`config.mk`:
```
export PLATFORM = sky130hd
export DESIGN_NAME = regfile_mp
export DESIGN_NICKNAME = d
export VERILOG_FILES = /design/src/rtl/regfile_pkg.sv /design/src/rtl/regfile_dump_fsm.sv /design/src/rtl/regfile_mp.sv
export SDC_FILE = /design/constraint.sdc
export NUM_CORES = 2
export LEC_CHECK = 0
export ABC_CLOCK_PERIOD_IN_PS = 2900
export CAP_MARGIN = 20
export CORE_ASPECT_RATIO = 0.8
export CORE_MARGIN = 2
export CORE_UTILIZATION = 50
export CTS_BUF_LIST = sky130_fd_sc_hd__clkbuf_4 sky130_fd_sc_hd__clkbuf_8 sky130_fd_sc_hd__clkbuf_16
export DETAILED_ROUTE_END_ITERATION = 10
export GPL_ROUTABILITY_DRIVEN = 1
export PLACE_DENSITY = 0.69
export SETUP_SLACK_MARGIN = 0.02
export SKIP_LAST_GASP = 1
export SLEW_MARGIN = 20
export SYNTH_ARGS = -nofsm -noshare
export SYNTH_HDL_FRONTEND = slang
export SYNTH_SLANG_ARGS = --single-unit
```
`constraint.sdc`:
```
create_clock -name clk -period 2.9 [get_ports clk]
set_input_delay 0.29 -clock clk [delete_from_list [all_inputs] [get_ports clk]]
set_output_delay 0.29 -clock clk [all_outputs]
set_load 0.01 [all_outputs]
```
`src/rtl/regfile_pkg.sv`:
```
// Shared types and helpers for the multi-port register file.
//   dump_state_t : snapshot stream FSM states
//   calc_aw      : address width derived from the register count
//   field_lo     : low bit of field `idx` in a packed bus of `width`-bit fields
package regfile_pkg;

  typedef enum logic [1:0] {
    IDLE = 2'd0,
    DUMP = 2'd1,
    DONE = 2'd2
  } dump_state_t;

  localparam int unsigned MinAw = 1;

  function automatic int unsigned calc_aw(input int unsigned size);
    return (size > 2) ? $clog2(size) : MinAw;
  endfunction

  function automatic int unsigned field_lo(input int unsigned idx, input int unsigned width);
    return idx * width;
  endfunction

endpackage

```
`src/rtl/regfile_dump_fsm.sv`:
```
// Snapshot stream controller for regfile_mp.
// Detects the rising edge of `halted`, walks idx 0..SIZE-1 under valid/ready
// handshaking and holds dump_done until `halted` drops.
//   clk, rst_b        : clock, asynchronous active-low reset
//   halted            : core halted level
//   dump_ready        : consumer accepts the current beat
//   dump_valid        : current beat valid
//   dump_done         : all beats delivered, held until halted falls
//   dump_idx          : register index of the current beat
//   freeze            : FSM not idle; parent blocks writes and bypass
module regfile_dump_fsm
  import regfile_pkg::*;
#(
  parameter int unsigned SIZE = 32,
  parameter int unsigned AW   = calc_aw(SIZE)
) (
  input  logic          clk,
  input  logic          rst_b,
  input  logic          halted,
  input  logic          dump_ready,
  output logic          dump_valid,
  output logic          dump_done,
  output logic [AW-1:0] dump_idx,
  output logic          freeze
);

  localparam logic [AW-1:0] LastIdx = AW'(SIZE - 1);

  dump_state_t   state_q, state_d;
  logic [AW-1:0] idx_q, idx_d;
  logic          halted_q;
  logic          rise;

  always_ff @(posedge clk or negedge rst_b) begin
    if (!rst_b) begin
      state_q  <= IDLE;
      idx_q    <= '0;
      halted_q <= 1'b0;
    end else begin
      state_q  <= state_d;
      idx_q    <= idx_d;
      halted_q <= halted;
    end
  end

  always_comb begin
    state_d    = state_q;
    idx_d      = idx_q;
    dump_valid = 1'b0;
    dump_done  = 1'b0;
    rise       = halted & ~halted_q;
    unique case (state_q)
      IDLE: begin
        if (rise) begin
          state_d = DUMP;
          idx_d   = '0;
        end
      end
      DUMP: begin
        dump_valid = 1'b1;
        if (dump_ready) begin
          if (idx_q == LastIdx) begin
            state_d = DONE;
          end else begin
            idx_d = idx_q + AW'(1);
          end
        end
      end
      DONE: begin
        dump_done = 1'b1;
        // A halted drop during DUMP lands here with halted already low,
        // so we leave after exactly one DONE cycle.
        if (!halted) begin
          state_d = IDLE;
        end
      end
      default: state_d = IDLE;
    endcase
  end

  assign dump_idx = idx_q;
  assign freeze   = (state_q != IDLE);

endmodule

```
`src/rtl/regfile_mp.sv`:
```
// Parametrised multi-port register file with combinational reads, synchronous
// writes, optional same-cycle write-to-read bypass, optional hardwired zero
// register and a valid/ready snapshot stream started by a rising `halted`.
//   clk, rst_b                  : clock, asynchronous active-low reset
//   rd_num / rd_data            : NREAD packed read ports
//   wr_we / wr_num / wr_data    : NWRITE packed write ports (highest index wins)
//   halted                      : rising edge starts the snapshot
//   dump_valid/ready/idx/data   : snapshot beat stream
//   dump_done                   : snapshot complete, held until halted falls
module regfile_mp
  import regfile_pkg::*;
#(
  parameter int unsigned XLEN     = 32,
  parameter int unsigned SIZE     = 32,
  parameter int unsigned NREAD    = 2,
  parameter int unsigned NWRITE   = 1,
  parameter int unsigned BYPASS   = 1,
  parameter int unsigned ZERO_REG = 1,
  localparam int unsigned AW      = calc_aw(SIZE)
) (
  input  logic                   clk,
  input  logic                   rst_b,
  input  logic [NREAD*AW-1:0]    rd_num,
  output logic [NREAD*XLEN-1:0]  rd_data,
  input  logic [NWRITE-1:0]      wr_we,
  input  logic [NWRITE*AW-1:0]   wr_num,
  input  logic [NWRITE*XLEN-1:0] wr_data,
  input  logic                   halted,
  output logic                   dump_valid,
  input  logic                   dump_ready,
  output logic [AW-1:0]          dump_idx,
  output logic [XLEN-1:0]        dump_data,
  output logic                   dump_done
);

  logic [XLEN-1:0] regs_q [SIZE];
  logic [XLEN-1:0] regs_d [SIZE];

  logic [AW-1:0]   rd_addr [NREAD];
  logic [AW-1:0]   wr_addr [NWRITE];
  logic [XLEN-1:0] wr_val  [NWRITE];
  logic [NWRITE-1:0] wr_ok;
  logic            freeze;

  function automatic logic in_range(input logic [AW-1:0] a);
    return 32'(a) < SIZE;
  endfunction

  function automatic logic is_zero_reg(input logic [AW-1:0] a);
    return (ZERO_REG != 0) && (a == '0);
  endfunction

  for (genvar i = 0; i < NREAD; i++) begin : g_rd_addr
    assign rd_addr[i] = rd_num[field_lo(i, AW) +: AW];
  end

  for (genvar j = 0; j < NWRITE; j++) begin : g_wr_port
    assign wr_addr[j] = wr_num[field_lo(j, AW) +: AW];
    assign wr_val[j]  = wr_data[field_lo(j, XLEN) +: XLEN];
  end

  // A write is legal only when in range, not to the zero register and not
  // while the snapshot is frozen. The same qualifier gates bypass.
  always_comb begin
    wr_ok = '0;
    for (int j = 0; j < NWRITE; j++) begin
      wr_ok[j] = wr_we[j] & in_range(wr_addr[j]) & ~is_zero_reg(wr_addr[j]) & ~freeze;
    end
  end

  always_comb begin
    regs_d = regs_q;
    // Ascending order so the highest-index port wins on address conflicts.
    for (int j = 0; j < NWRITE; j++) begin
      if (wr_ok[j]) begin
        regs_d[wr_addr[j]] = wr_val[j];
      end
    end
  end

  always_ff @(posedge clk or negedge rst_b) begin
    if (!rst_b) begin
      for (int k = 0; k < SIZE; k++) begin
        regs_q[k] <= '0;
      end
    end else begin
      regs_q <= regs_d;
    end
  end

  always_comb begin
    rd_data = '0;
    for (int i = 0; i < NREAD; i++) begin
      if (in_range(rd_addr[i]) && !is_zero_reg(rd_addr[i])) begin
        rd_data[field_lo(i, XLEN) +: XLEN] = regs_q[rd_addr[i]];
      end
      if (BYPASS != 0) begin
        for (int j = 0; j < NWRITE; j++) begin
          if (wr_ok[j] && (wr_addr[j] == rd_addr[i])) begin
            rd_data[field_lo(i, XLEN) +: XLEN] = wr_val[j];
          end
        end
      end
    end
  end

  regfile_dump_fsm #(
    .SIZE (SIZE),
    .AW   (AW)
  ) u_dump_fsm (
    .clk        (clk),
    .rst_b      (rst_b),
    .halted     (halted),
    .dump_ready (dump_ready),
    .dump_valid (dump_valid),
    .dump_done  (dump_done),
    .dump_idx   (dump_idx),
    .freeze     (freeze)
  );

  // dump_idx is always < SIZE; gate with valid so idle/reset shows zero.
  assign dump_data = dump_valid ? regs_q[dump_idx] : '0;

endmodule

```
Word level (Yosys, flattened, before mapping)
Cells that the tools add are included.
{"block": "classes", "n_addsub": 1, "n_bitwise": 10, "order_cmp": 5, "reduce_logical": 11, "mux": 28, "n_eq_ne": 10}
{"op": "$bwmux 1024", "count": 1}
{"op": "$bmux 32 s5", "count": 3}
{"op": "$mux 32", "count": 12}
{"op": "$demux 32 s5", "count": 1}
{"op": "$ge 6x6->1 const B", "count": 4}
{"op": "$not 5->6", "count": 4}
{"op": "$logic_not 5->1", "count": 3}
{"op": "$mux 5", "count": 3}
{"op": "$eq 5x5->1", "count": 2}
{"op": "$pmux 5 s2", "count": 1}
{"op": "$mux 2", "count": 4}
{"op": "$reduce_and 4->1", "count": 2}
{"op": "$lt 6x1->1 const B", "count": 1}
{"op": "$ne 2x2->1 const B", "count": 3}
{"op": "$pmux 2 s3", "count": 1}
{"op": "$add 5x1->5 const B", "count": 1}
{"op": "$eq 5x5->1 const B", "count": 1}
{"op": "$ne 2x1->1 const B", "count": 2}
{"op": "$reduce_bool 2->1", "count": 2}
{"op": "$and 1x1->1", "count": 3}
{"op": "$logic_and 1x1->1", "count": 3}
{"op": "$not 1->1", "count": 3}
{"op": "$eq 2x1->1 const B", "count": 1}
{"op": "$eq 2x2->1 const B", "count": 1}
{"op": "other kinds (2)", "count": 3}
{"block": "word_totals", "regBits": 1032, "out_inout_bits": 103, "in_bits": 52, "word_cells": 100}

Longest topological paths before layout
{"block": "depth", "word_depth": 6, "mapped_depth": 10, "depth_no_buf": 8}

Hierarchy
From an unflattened synthesis, not the netlist that was laid out.
{"block": "unflattened", "hier_cells": 4712, "hier_area_um2": 64530.6}
{"mod": "regfile_mp", "n_inst": 1, "area_each_um2": 64090.2, "seq_area_each_um2": 25624.6, "cells_each": 4671}
{"mod": "regfile_dump_fsm", "n_inst": 1, "area_each_um2": 440.4, "seq_area_each_um2": 200.2, "cells_each": 41}

Worst setup path before layout
No wires, ideal clock.
{"block": "synth_path", "path_type": "register to output", "start": "register u_dump_fsm.idx_q[0], in the netlist u_dump_fsm.dump_idx[0]", "end": "output port dump_data[15]", "stages_incl_launch_ff": 8, "slack_ns": 0.402, "arrival_ns": 2.208, "n_path_buf": 3, "required_ns": 2.610, "cell_sequence": "dfrtp_1 -> clkbuf_1 -> buf_6 -> buf_2 -> mux4_2 -> mux4_2 -> inv_1 -> o22ai_1"}
{"block": "synth_between", "elab_chain_cells": 5}
{"item": "start, declared", "line": "regfile_dump_fsm.sv:30", "source": "logic [AW-1:0] idx_q, idx_d;"}
{"item": "start signal, assigned", "line": "regfile_dump_fsm.sv:41", "source": "idx_q <= idx_d;"}
{"item": "$not 5->6 (implied by the code)", "line": "regfile_mp.sv:122", "source": "assign dump_data = dump_valid ? regs_q[dump_idx] : '0;"}
{"item": "$bmux 32 s5", "line": "regfile_mp.sv:122"}
{"item": "$mux 32 (implied by the code) (2 in series)", "line": "regfile_mp.sv:122"}
{"item": "$mux 32", "line": "regfile_mp.sv:122"}
{"item": "end, declared", "line": "regfile_mp.sv:32", "source": "output logic [XLEN-1:0] dump_data,"}
Every way passes these cells. The select of a mux whose other input is x is not followed.

Final worst setup path
{"block": "layout_path", "start": "register u_dump_fsm.idx_q[0], in the netlist u_dump_fsm.dump_idx[0]", "end": "output port dump_data[3]"}
The elaborated chain is that of the path after synthesis.

==> qor.txt <==
outcome = finished with violations
failing checks = setup timing
vias = 48900
port bufs = 154
Yosys reg bits = 1032
TritonCTS buffer count = 111
RSZ-0062 raised after global routing = true
Worst setup SP type = flop
Top Ports = 155
R2R Path Start = u_dump_fsm.state_q[1]$_DFFE_PN0P_
height of the die = 324 um
Clock Path Buffers = 3
Synth top area share = 40.3%
synthesis warning total = 0
XOR/XNOR Fraction of Synth Area = 0.164%
Max Slew Vio Count = 0
area grow syn2layout = 23.8%
Reg clk slew, reported paths = 60 ps
largest net degree at the start of global routing = 88
Pre-antenna DRT Iters = 7
mux cell area share after synthesis = 47.7%
DRC Markers = 0
mapped cell area = 0.0640 mm2
crit path DAT = 3220 ps
CTS tree = built
core area = 0.127 mm2
achievable clock frequency = 285 MHz
Worst slew margin = 51.8%
# nets final = 4965
H-tree depth = 3
Tmin final = 3510 ps
DR WL/cell = 37.5 um
initial antenna violation count = 5
Final WS setup = -615 ps
hpwl dp = 160000 um
Mapped Cells = 4422
vias in the first global route = 48400
grt ovf = 0
maximum fanout along the worst path = 6
leak pwr = 36.2 nW
# clock sinks = 1032
largest cells by area after synthesis = dfrtp_1 40%, mux4_2 24%, mux2_2 18%
Critical Path RT = 2610 ps
EDFF count, synth = 0
clock skew = 26.7 ps
Max-cap violations = 0
vias per cell = 7.33
die area = 0.131 mm2
clk_lat worst skew = 750 ps
HP Class = in -> async
Root Driver = clkbuf_16
Post-Syn Area per Cell = 14.5 um2
post-synthesis compound-gate area fraction = 5.67%
WL final = 250000 um
Synth Area in Simple Gates = 1.72%
Reg-to-Reg End = regs_q[433]$_DFFE_PN0P_
Starting Density = 50.3%
Distinct cells, synth = 59
utilization after layout = 62.3%
Iter 0 DRT Violations = 6749
Critical Path End Type = primary output
Post-Place Cells = 6297
area leader, netlist = dfrtp_1
first-pass GRT wire length = 357000 um
FF-to-FF path depth = 8
Post-Layout Cell Count = 6677
global placement routability congestion = 0.965
most frequent cells in the layout = 1028 x dfrtp_1, 1010 x mux2_2, 671 x mux4_2
sequential area share after synthesis = 40.3%
share of the clock period used by the worst path = 121%
most common cell after layout, fill and taps aside = dfrtp_1
Hold Vio Cnt, Final = 0
WS Path Type = reg -> out
Async SR Flop Fraction = 100%
global-route usage over all layers = 38.0%
share of layout cells above drive strength 1 = 60.1%
net count after synthesis = 4476
pwr/cell area = 544 mW/mm2
flop2flop setup slack = 290 ps
Rows = 117
slowest CP cell = dfrtp_4
Die W = 404 um
CP Cell Sequence = buf_6, buf_12, buf_12, buf_16, mux4_2, mux4_2, inv_2, o22ai_2, buf_2
CP max stage delay = 510 ps
antenna viol nets, final = 0
setup_tns = -30740 ps
slew of the pin with the lowest slew margin = 723 ps
final setup vio count = 95
largest family of logic cells by synthesized area = multiplexers
Synth Area in Adders = 0.0391%
worst vdd ir = 0.737 mV
Synth Flop Type = dfrtp_1
==> where the power goes <==
part | internal [mW] | switching, mW
Clock | 9.54 | 6.51
Combinational | 5.59 | 6.29
Sequential | 14.7 | 0.465
Total | 29.9 | 13.3
==> worst max-delay path by stage <==
stage	from	end	slack (ps)	cells past startpoint
2_1_floorplan	u_dump_fsm.dump_idx[0]$_DFFE_PN0P_	dump_data[15]	400	7
3_3_place_gp	wr_num[0]	rd_data[3]	-920	8
3_5_place_dp	wr_num[0]	rd_data[26]	-840	9
4_1_cts	u_dump_fsm.dump_idx[0]$_DFFE_PN0P_	dump_data[30]	-630	9
5_1_grt	u_dump_fsm.dump_idx[0]$_DFFE_PN0P_	dump_data[12]	-640	9
6_report	u_dump_fsm.dump_idx[0]$_DFFE_PN0P_	dump_data[3]	-610	9
==> cell families (layout without fill, tap and decap cells) <==
logic type / Yosys count / after routing
and+or+nand+nor: 222 / 222
adders and majority gates: 2 / 2
AOI/OAI and AO/OA: 472 / 472
DFF: 1032 / 1032
muxes: 2080 / 2080
buffers and inverters: 602 / 1188
xor gates and xnor gates: 12 / 12
other: 0 / 3
==> critical path: cells and delay by family, from the launching register on <==
kind / cells / cell delay [ps]
compound gates: 1 / 110
mux: 2 / 1010
flops: 1 / 510
buf+inv: 6 / 820
==> registers in the layout (all words and copies together) (netlist names) <==
| signal | cells |
|---|---|
| regs_q | 1024 |
| u_dump_fsm.dump_idx | 5 |
| u_dump_fsm.halted_q | 1 |
| u_dump_fsm.state_q | 2 |
==> layer usage <==
| metal | vias up | share of wire (%) | global-route usage, % |
|---|---|---|---|
| li1 | 18600 | - | - |
| met1 | 25600 | 38 | 51.5 |
| met2 | 3952 | 43 | 53.5 |
| met3 | 787 | 15 | 15.5 |
| met4 | 6 | 5.0 | 17.6 |
| met5 | - | 0.016 | 0 |
==> layout make-up <==
class                      instances  area (um2)
inverter                          64         243
clock buffer                     145        3180
clock inverter                    65         957
multi-input combinational       2788       36900
antenna                            3        7.51
timing repair buffer             914       10100
tap                             1666        2080
sequential                      1032       25800
fill                            9137       47900
==> what timing repair did <==
item,in CTS,in global routing
resized for setup,604,190
hold endpoints to repair,145,0
hold buffers,1,0
buffers inserted,118,53
pin swaps,85,51
gates cloned,18,1
setup endpoints to repair,96,96
==> metrics by stage <==
step	area [um2]	hold WS [ps]	power, mW	setup slack (ps)
5_1_grt	79300	126	44.1	-638
3_5_place_dp	72100	296	25.5	-844
2_1_floorplan	64000	-5.59	20.7	402
4_1_cts	78400	109	42.7	-633
6_report	79300	113	43.1	-615
3_3_place_gp	72100	298	25.4	-916
==> Yosys cell counts, drive strengths merged, types with 22 or more instances <==
library cell,count
a2111o,22
a21oi,58
a221oi,41
a22o,24
a22oi,85
buf,318
clkbuf,220
dfrtp,1032
inv,64
mux2,1044
mux2i,365
mux4,671
nand2,84
nand3,48
nor2,27
o221ai,31
o22ai,96
No activity file was read; power rests on OpenSTA's default activity.
